$ cat src/rtl/seq_pkg.sv
// Shared types for the program sequencer: FSM state encoding, program id type
// and the lowest-pending-program selector.
package seq_pkg;

  typedef enum logic [2:0] {
    IDLE,
    SELECT,
    START,
    RUN,
    REPORT,
    FINISH
  } seq_state_t;

  typedef logic [1:0] prog_id_t;

  localparam prog_id_t PROG_NONE = 2'b00;

  // Programs launch in ascending order, so bit 0 (program 1) wins.
  function automatic prog_id_t lowest_prog(input logic [2:0] mask);
    if (mask[0]) return 2'd1;
    if (mask[1]) return 2'd2;
    if (mask[2]) return 2'd3;
    return PROG_NONE;
  endfunction

endpackage

$ cat src/rtl/prog_sequencer_if.sv
// Core launch handshake plus result stream between the sequencer (master)
// and the core / result consumer (slave).
interface prog_sequencer_if #(
  parameter int CYC_WIDTH = 16
);
  import seq_pkg::*;

  logic                 core_start;
  prog_id_t             core_prog;
  logic                 core_done;
  logic                 res_valid;
  logic                 res_ready;
  prog_id_t             res_prog;
  logic [CYC_WIDTH-1:0] res_cycles;
  logic                 res_timeout;

  modport master (
    output core_start, core_prog, res_valid, res_prog, res_cycles, res_timeout,
    input  core_done, res_ready
  );

  modport slave (
    input  core_start, core_prog, res_valid, res_prog, res_cycles, res_timeout,
    output core_done, res_ready
  );

endinterface

$ cat src/rtl/sat_counter.sv
// Up-counter with synchronous clear that sticks at all-ones instead of wrapping.
module sat_counter #(
  parameter int WIDTH = 16
) (
  input  logic             clk,
  input  logic             reset_n,
  input  logic             clear,
  input  logic             enable,
  output logic [WIDTH-1:0] count
);

  always_ff @(posedge clk or negedge reset_n) begin
    if (!reset_n) begin
      count <= '0;
    end else if (clear) begin
      count <= '0;
    end else if (enable && (count != '1)) begin
      count <= count + WIDTH'(1);
    end
  end

endmodule

$ cat src/rtl/prog_sequencer.sv
// Run controller: launches the requested programs in ascending order, times
// each one on a shared counter and streams one result per program.
module prog_sequencer
  import seq_pkg::*;
#(
  parameter int START_CYCLES = 2,
  parameter int CYC_WIDTH    = 16,
  parameter int TIMEOUT      = 4096
) (
  input  logic             clk,
  input  logic             reset_n,
  input  logic             run_req,
  input  logic [2:0]       prog_mask,
  input  logic             abort,
  output logic             busy,
  output logic             seq_done,
  prog_sequencer_if.master bus
);

  localparam logic [CYC_WIDTH-1:0] START_LAST   = CYC_WIDTH'(START_CYCLES - 1);
  localparam logic [CYC_WIDTH-1:0] TIMEOUT_LAST = CYC_WIDTH'(TIMEOUT - 1);
  localparam logic [CYC_WIDTH-1:0] TIMEOUT_VAL  = CYC_WIDTH'(TIMEOUT);

  seq_state_t           state;
  seq_state_t           state_next;
  logic [2:0]           pending;
  prog_id_t             core_prog;
  logic [CYC_WIDTH-1:0] count;
  logic                 cnt_clear;
  logic                 cnt_enable;
  logic                 done_hit;
  logic                 timeout_hit;
  logic                 abort_hit;
  prog_id_t             res_prog;
  logic [CYC_WIDTH-1:0] res_cycles;
  logic                 res_timeout;

  // One counter times both the start pulse and the run; it restarts on entry to each.
  sat_counter #(
    .WIDTH(CYC_WIDTH)
  ) u_counter (
    .clk     (clk),
    .reset_n (reset_n),
    .clear   (cnt_clear),
    .enable  (cnt_enable),
    .count   (count)
  );

  assign cnt_clear   = (state == SELECT) || ((state == START) && (count == START_LAST));
  assign cnt_enable  = (state == START) || (state == RUN);
  assign done_hit    = (state == RUN) && bus.core_done;
  assign timeout_hit = (state == RUN) && !bus.core_done && (count == TIMEOUT_LAST);
  assign abort_hit   = abort && (state != IDLE) && (state != FINISH);

  always_comb begin
    state_next = state;
    case (state)
      IDLE:    if (run_req) state_next = SELECT;
      SELECT:  state_next = (pending == 3'd0) ? FINISH : START;
      START:   if (count == START_LAST) state_next = RUN;
      RUN:     if (done_hit || timeout_hit) state_next = REPORT;
      REPORT:  if (bus.res_ready) state_next = SELECT;
      FINISH:  state_next = IDLE;
      default: state_next = IDLE;
    endcase
    if (abort_hit) state_next = FINISH;
  end

  always_ff @(posedge clk or negedge reset_n) begin
    if (!reset_n) begin
      state       <= IDLE;
      pending     <= 3'd0;
      core_prog   <= PROG_NONE;
      res_prog    <= PROG_NONE;
      res_cycles  <= '0;
      res_timeout <= 1'b0;
    end else begin
      state <= state_next;

      if ((state == IDLE) && run_req) begin
        pending <= prog_mask;
      end else if (state_next == FINISH) begin
        pending <= 3'd0;
      end else if ((state == SELECT) && (pending != 3'd0)) begin
        pending <= pending & (pending - 3'd1);
      end

      if (state_next == FINISH) begin
        core_prog <= PROG_NONE;
      end else if ((state == SELECT) && (pending != 3'd0)) begin
        core_prog <= lowest_prog(pending);
      end

      // A done in the final timeout cycle still counts as a normal completion.
      if ((state == RUN) && (state_next == REPORT)) begin
        res_prog <= core_prog;
        if (done_hit) begin
          res_cycles  <= count;
          res_timeout <= 1'b0;
        end else begin
          res_cycles  <= TIMEOUT_VAL;
          res_timeout <= 1'b1;
        end
      end
    end
  end

  assign bus.core_start  = (state == START);
  assign bus.core_prog   = core_prog;
  assign bus.res_valid   = (state == REPORT);
  assign bus.res_prog    = res_prog;
  assign bus.res_cycles  = res_cycles;
  assign bus.res_timeout = res_timeout;
  assign busy            = (state != IDLE);
  assign seq_done        = (state == FINISH);

endmodule

$ cat src/flat_wrapper.sv
// flat-port wrapper written by rule: the top's interface ports become plain ports
module prog_sequencer_flat import seq_pkg::*;
#(
  parameter int START_CYCLES = 2,
  parameter int CYC_WIDTH    = 16,
  parameter int TIMEOUT      = 4096
)
  (clk, reset_n, run_req, prog_mask, abort, busy, seq_done, bus_core_start, bus_core_prog, bus_res_valid, bus_res_prog, bus_res_cycles, bus_res_timeout, bus_core_done, bus_res_ready);
  prog_sequencer_if #(.CYC_WIDTH(CYC_WIDTH)) bus_i ();
  input  logic clk;
  input  logic reset_n;
  input  logic run_req;
  input  logic [2:0] prog_mask;
  input  logic abort;
  output logic busy;
  output logic seq_done;
  output wire logic [$bits(bus_i.core_start)-1:0] bus_core_start;
  output wire logic [$bits(bus_i.core_prog)-1:0] bus_core_prog;
  output wire logic [$bits(bus_i.res_valid)-1:0] bus_res_valid;
  output wire logic [$bits(bus_i.res_prog)-1:0] bus_res_prog;
  output wire logic [$bits(bus_i.res_cycles)-1:0] bus_res_cycles;
  output wire logic [$bits(bus_i.res_timeout)-1:0] bus_res_timeout;
  input wire logic [$bits(bus_i.core_done)-1:0] bus_core_done;
  input wire logic [$bits(bus_i.res_ready)-1:0] bus_res_ready;
  assign bus_core_start = bus_i.core_start;
  assign bus_core_prog = bus_i.core_prog;
  assign bus_res_valid = bus_i.res_valid;
  assign bus_res_prog = bus_i.res_prog;
  assign bus_res_cycles = bus_i.res_cycles;
  assign bus_res_timeout = bus_i.res_timeout;
  assign bus_i.core_done = bus_core_done;
  assign bus_i.res_ready = bus_res_ready;
  prog_sequencer #(.START_CYCLES(START_CYCLES), .CYC_WIDTH(CYC_WIDTH), .TIMEOUT(TIMEOUT)) u_core (.clk(clk), .reset_n(reset_n), .run_req(run_req), .prog_mask(prog_mask), .abort(abort), .busy(busy), .seq_done(seq_done), .bus(bus_i));
endmodule
$ cat config.mk
export PLATFORM = sky130hd
export DESIGN_NAME = prog_sequencer_flat
export DESIGN_NICKNAME = d
export VERILOG_FILES = /design/src/rtl/seq_pkg.sv /design/src/rtl/prog_sequencer_if.sv /design/src/rtl/sat_counter.sv /design/src/rtl/prog_sequencer.sv /design/src/flat_wrapper.sv
export SDC_FILE = /design/constraint.sdc
export NUM_CORES = 1
export LEC_CHECK = 0
export CORE_ASPECT_RATIO = 1.5
export CORE_UTILIZATION = 49
export DETAILED_ROUTE_END_ITERATION = 7
export PLACE_DENSITY = 0.74
export RECOVER_POWER = 50
export SYNTH_ARGS = -nofsm -noshare
export SYNTH_HDL_FRONTEND = slang
export SYNTH_SLANG_ARGS = --single-unit
$ cat constraint.sdc
create_clock -name clk -period 3.25 [get_ports clk]
set_input_delay 0.975 -clock clk [delete_from_list [all_inputs] [get_ports clk]]
set_output_delay 0.975 -clock clk [all_outputs]
set_load 0.005 [all_outputs]
==> out/results.ini <==
[synthesis]
synth.most_common_cell = dfrtp_1
ys_top_cells_by_count = dfrtp_1 (43), a21oi_1 (20), a22o_1 (15)
yosys_warnings = 0
synth_cell_types = 44
ys_seq_area_share_pct = 49.3
ys_seq_elements = 43
synth-edff-count = 0
synth_area_per_cell_um2 = 10.2
synth_nets = 225
ys_top_cells_by_area = dfrtp_1 (49%), a22o_1 (6.0%), a21oi_1 (4.6%)
yosysTopAreaCellShare_pct = 49.3
syn_inst = 214
yosys_most_used_dff = dfrtp_1
synth_area_mm2 = 0.00218
synth_top_cell_by_area = dfrtp_1
async_flop_share_pct = 100

[sta]
timing.setup.tns_ns = 0
worst_clock_skew_ns = 0.0143
timing.fmax_mhz = 365
finalSetupViolCount = 0
slew_violations = 0
fin_crit_sh_pct = 84.4
hold_viol = 0
period_minus_slack_ns = 2.74
tightest_slew_ns = 1.27
relSlewSlack_pct = 15.0
rsz0062_at_grt = false

[die]
die_x_um = 56.5
boundaryPins = 34
core_mm2 = 0.00425
die_h_um = 83.8
die_area_mm2 = 0.00473
rows = 29
start_util_pct = 51.5

[route]
wire_per_inst_um = 16.4
dr_wl_met2_um = 2490
topRoutingLayerUsed = met4
drt_pass1_iterations = 4
drt_iter0_markers = 56
wl_um = 4810
routed_via_density = 6.27
wl_met1_um = 2100
vias = 1837
final_antenna_net_count = 0
drc_errors = 0
wl_met3_um = 160

[power_and_ir_drop]
switching_share_pct = 33.8
peakVddDrop_uv = 451
power_density_mw_per_mm2 = 552
power_w = 0.00144
p_leak_nw = 1.08
p_comb_share_pct = 28.6
clockPowerShare_pct = 23.4
power_switching_w = 0.000487
p_int_w = 0.000953
power_frac_seq_pct = 48.0

[worst_hold_path]
whs_path_depth = 1
hold_class = reg2reg
hp-start = u_core.bus.res_cycles[1]
hold-path-endpoint = u_core.bus.res_cycles[1]

[clock_tree]
cts_tree = yes
cts_resized = 0
holdBufCountCts = 0
cts_htree_levels = 2
clk_latency_ns = 0.30
cts_buffers = 5
clock-root-buffer = clkbuf_8
cts_setup_buffers = 0
clk_pin_slew_ns = 0.07
clock_path_buffers = 2
clock-sinks = 43

[setup_path]
path_class = reg2out
crit_path_start_kind = flip-flop
end_kind = output pin
reg2reg_depth = 4
crit_fanout = 17
rrSetupSlack_ns = 0.90
rr_endpoint = u_core.u_counter.count[2]
r2r-start = u_core.u_counter.count[13]
cp.arrival_ns = 1.77
crit_required_ns = 2.27

[placement]
dpl.cell_count = 285
hpwl_um = 3360
gp_congestion = 0.850
io_buffers = 33

[finish]
diodes = 0
nets = 257
fill_cells = 372
stdcell_count = 293
fin_util_pct = 61.4
layout-drive-gt1-share_pct = 7.69
area_growth_pct = 19.4
multi_input_area_mm2 = 0.00103
seq_area_mm2 = 0.00108

[job]
maxCapViolCount = 0

[global_route]
grt_overflow = 0
track_usage_pct = 22.0
grt_pass1_wl_um = 8110
antenna_found_initial = 0
grt_max_degree = 44
grt_pass1_vias = 1741

[status]
outcome = finished, final reports clean

through the flow:
| step | worst slack, ns | instance area (um^2) | hold WS [ns] |
|---|---|---|---|
| 2_1_floorplan | 1.32 | 2180 | 0.489 |
| 6_report | 0.508 | 2610 | 0.504 |
| 4_1_cts | 0.513 | 2620 | 0.508 |
| 5_1_grt | 0.390 | 2610 | 0.514 |
| 3_5_place_dp | 0.746 | 2530 | 0.483 |
| 3_3_place_gp | 0.783 | 2530 | 0.482 |
worst max-delay path, cell delays in order, from the launching register on:
cell             delay, ns
dfrtp_1               0.55
nor3b_1               0.36
clkdlybuf4s50_1       0.56
cell families (layout without fill, tap and decap cells):
family	count (synthesis)	after routing	share of synthesized area (%)
buffers and inverters	15	48	3.26
AO/OA/AOI/OAI	68	68	20.7
AND/OR/NAND/NOR	83	83	24.1
flip-flops	43	43	49.3
adder cells (fa/ha/maj)	2	2	1.15
multiplexers	3	3	1.49
per-layer routing:
metal / vias to the layer above / global-route usage, %
met5: - / 0
met4: 0 / 9.76
met3: 6 / 4.50
met2: 44 / 35.8
met1: 905 / 27.9
li1: 882 / -
power by group through the flow:
stage                     registers (W)  clock network, W  logic, W
after floorplan                0.000653                 0  0.000288
after global placement         0.000700                 0  0.000414
after detailed placement       0.000700                 0  0.000419
after CTS                      0.000690          0.000342  0.000420
after global routing           0.000707          0.000368  0.000456
final                          0.000691          0.000337  0.000411
layout by cell type (no fill, tap or decap), types with 7 or more instances in the layout:
| master | count |
|---|---|
| or4_1 | 9 |
| a21oi_1 | 20 |
| a22o_1 | 15 |
| clkdlybuf4s50_1 | 29 |
| nand3_1 | 7 |
| nor2_1 | 10 |
| or3_1 | 9 |
| nand2_1 | 12 |
| o21ai_0 | 14 |
| dfrtp_1 | 43 |
| o31ai_1 | 9 |
how the worst max path moves through the flow:
stage / start / to / slack, ns / depth (start not counted)
floorplan: u_core.state[0] / busy / 1.32 / 2
global placement: bus_core_done / u_core.bus.res_prog[1] / 0.78 / 4
detailed placement: bus_core_done / u_core.bus.res_prog[1] / 0.75 / 4
CTS: u_core.state[2] / bus_core_start / 0.51 / 2
global route: u_core.state[2] / bus_core_start / 0.39 / 2
finish: u_core.state[2] / bus_core_start / 0.51 / 2
registers in the layout, summed over array words and instances (netlist names):
name and flops:
u_core.bus.res_cycles 16, u_core.bus.res_prog 2, u_core.state 3, u_core.bus.core_prog 2
u_core.pending 3, u_core.u_counter.count 16, u_core.bus.res_timeout 1
layout make-up:
type,count,share of cell area (%)
Sequential cell,43,41.3
Clock buffer,6,2.78
Tap cell,46,2.21
Timing Repair Buffer,35,12.9
Clock inverter,2,0.480
Inverter,5,0.720
Multi-Input combinational cell,156,39.6
(Power assumes the default switching activity.)
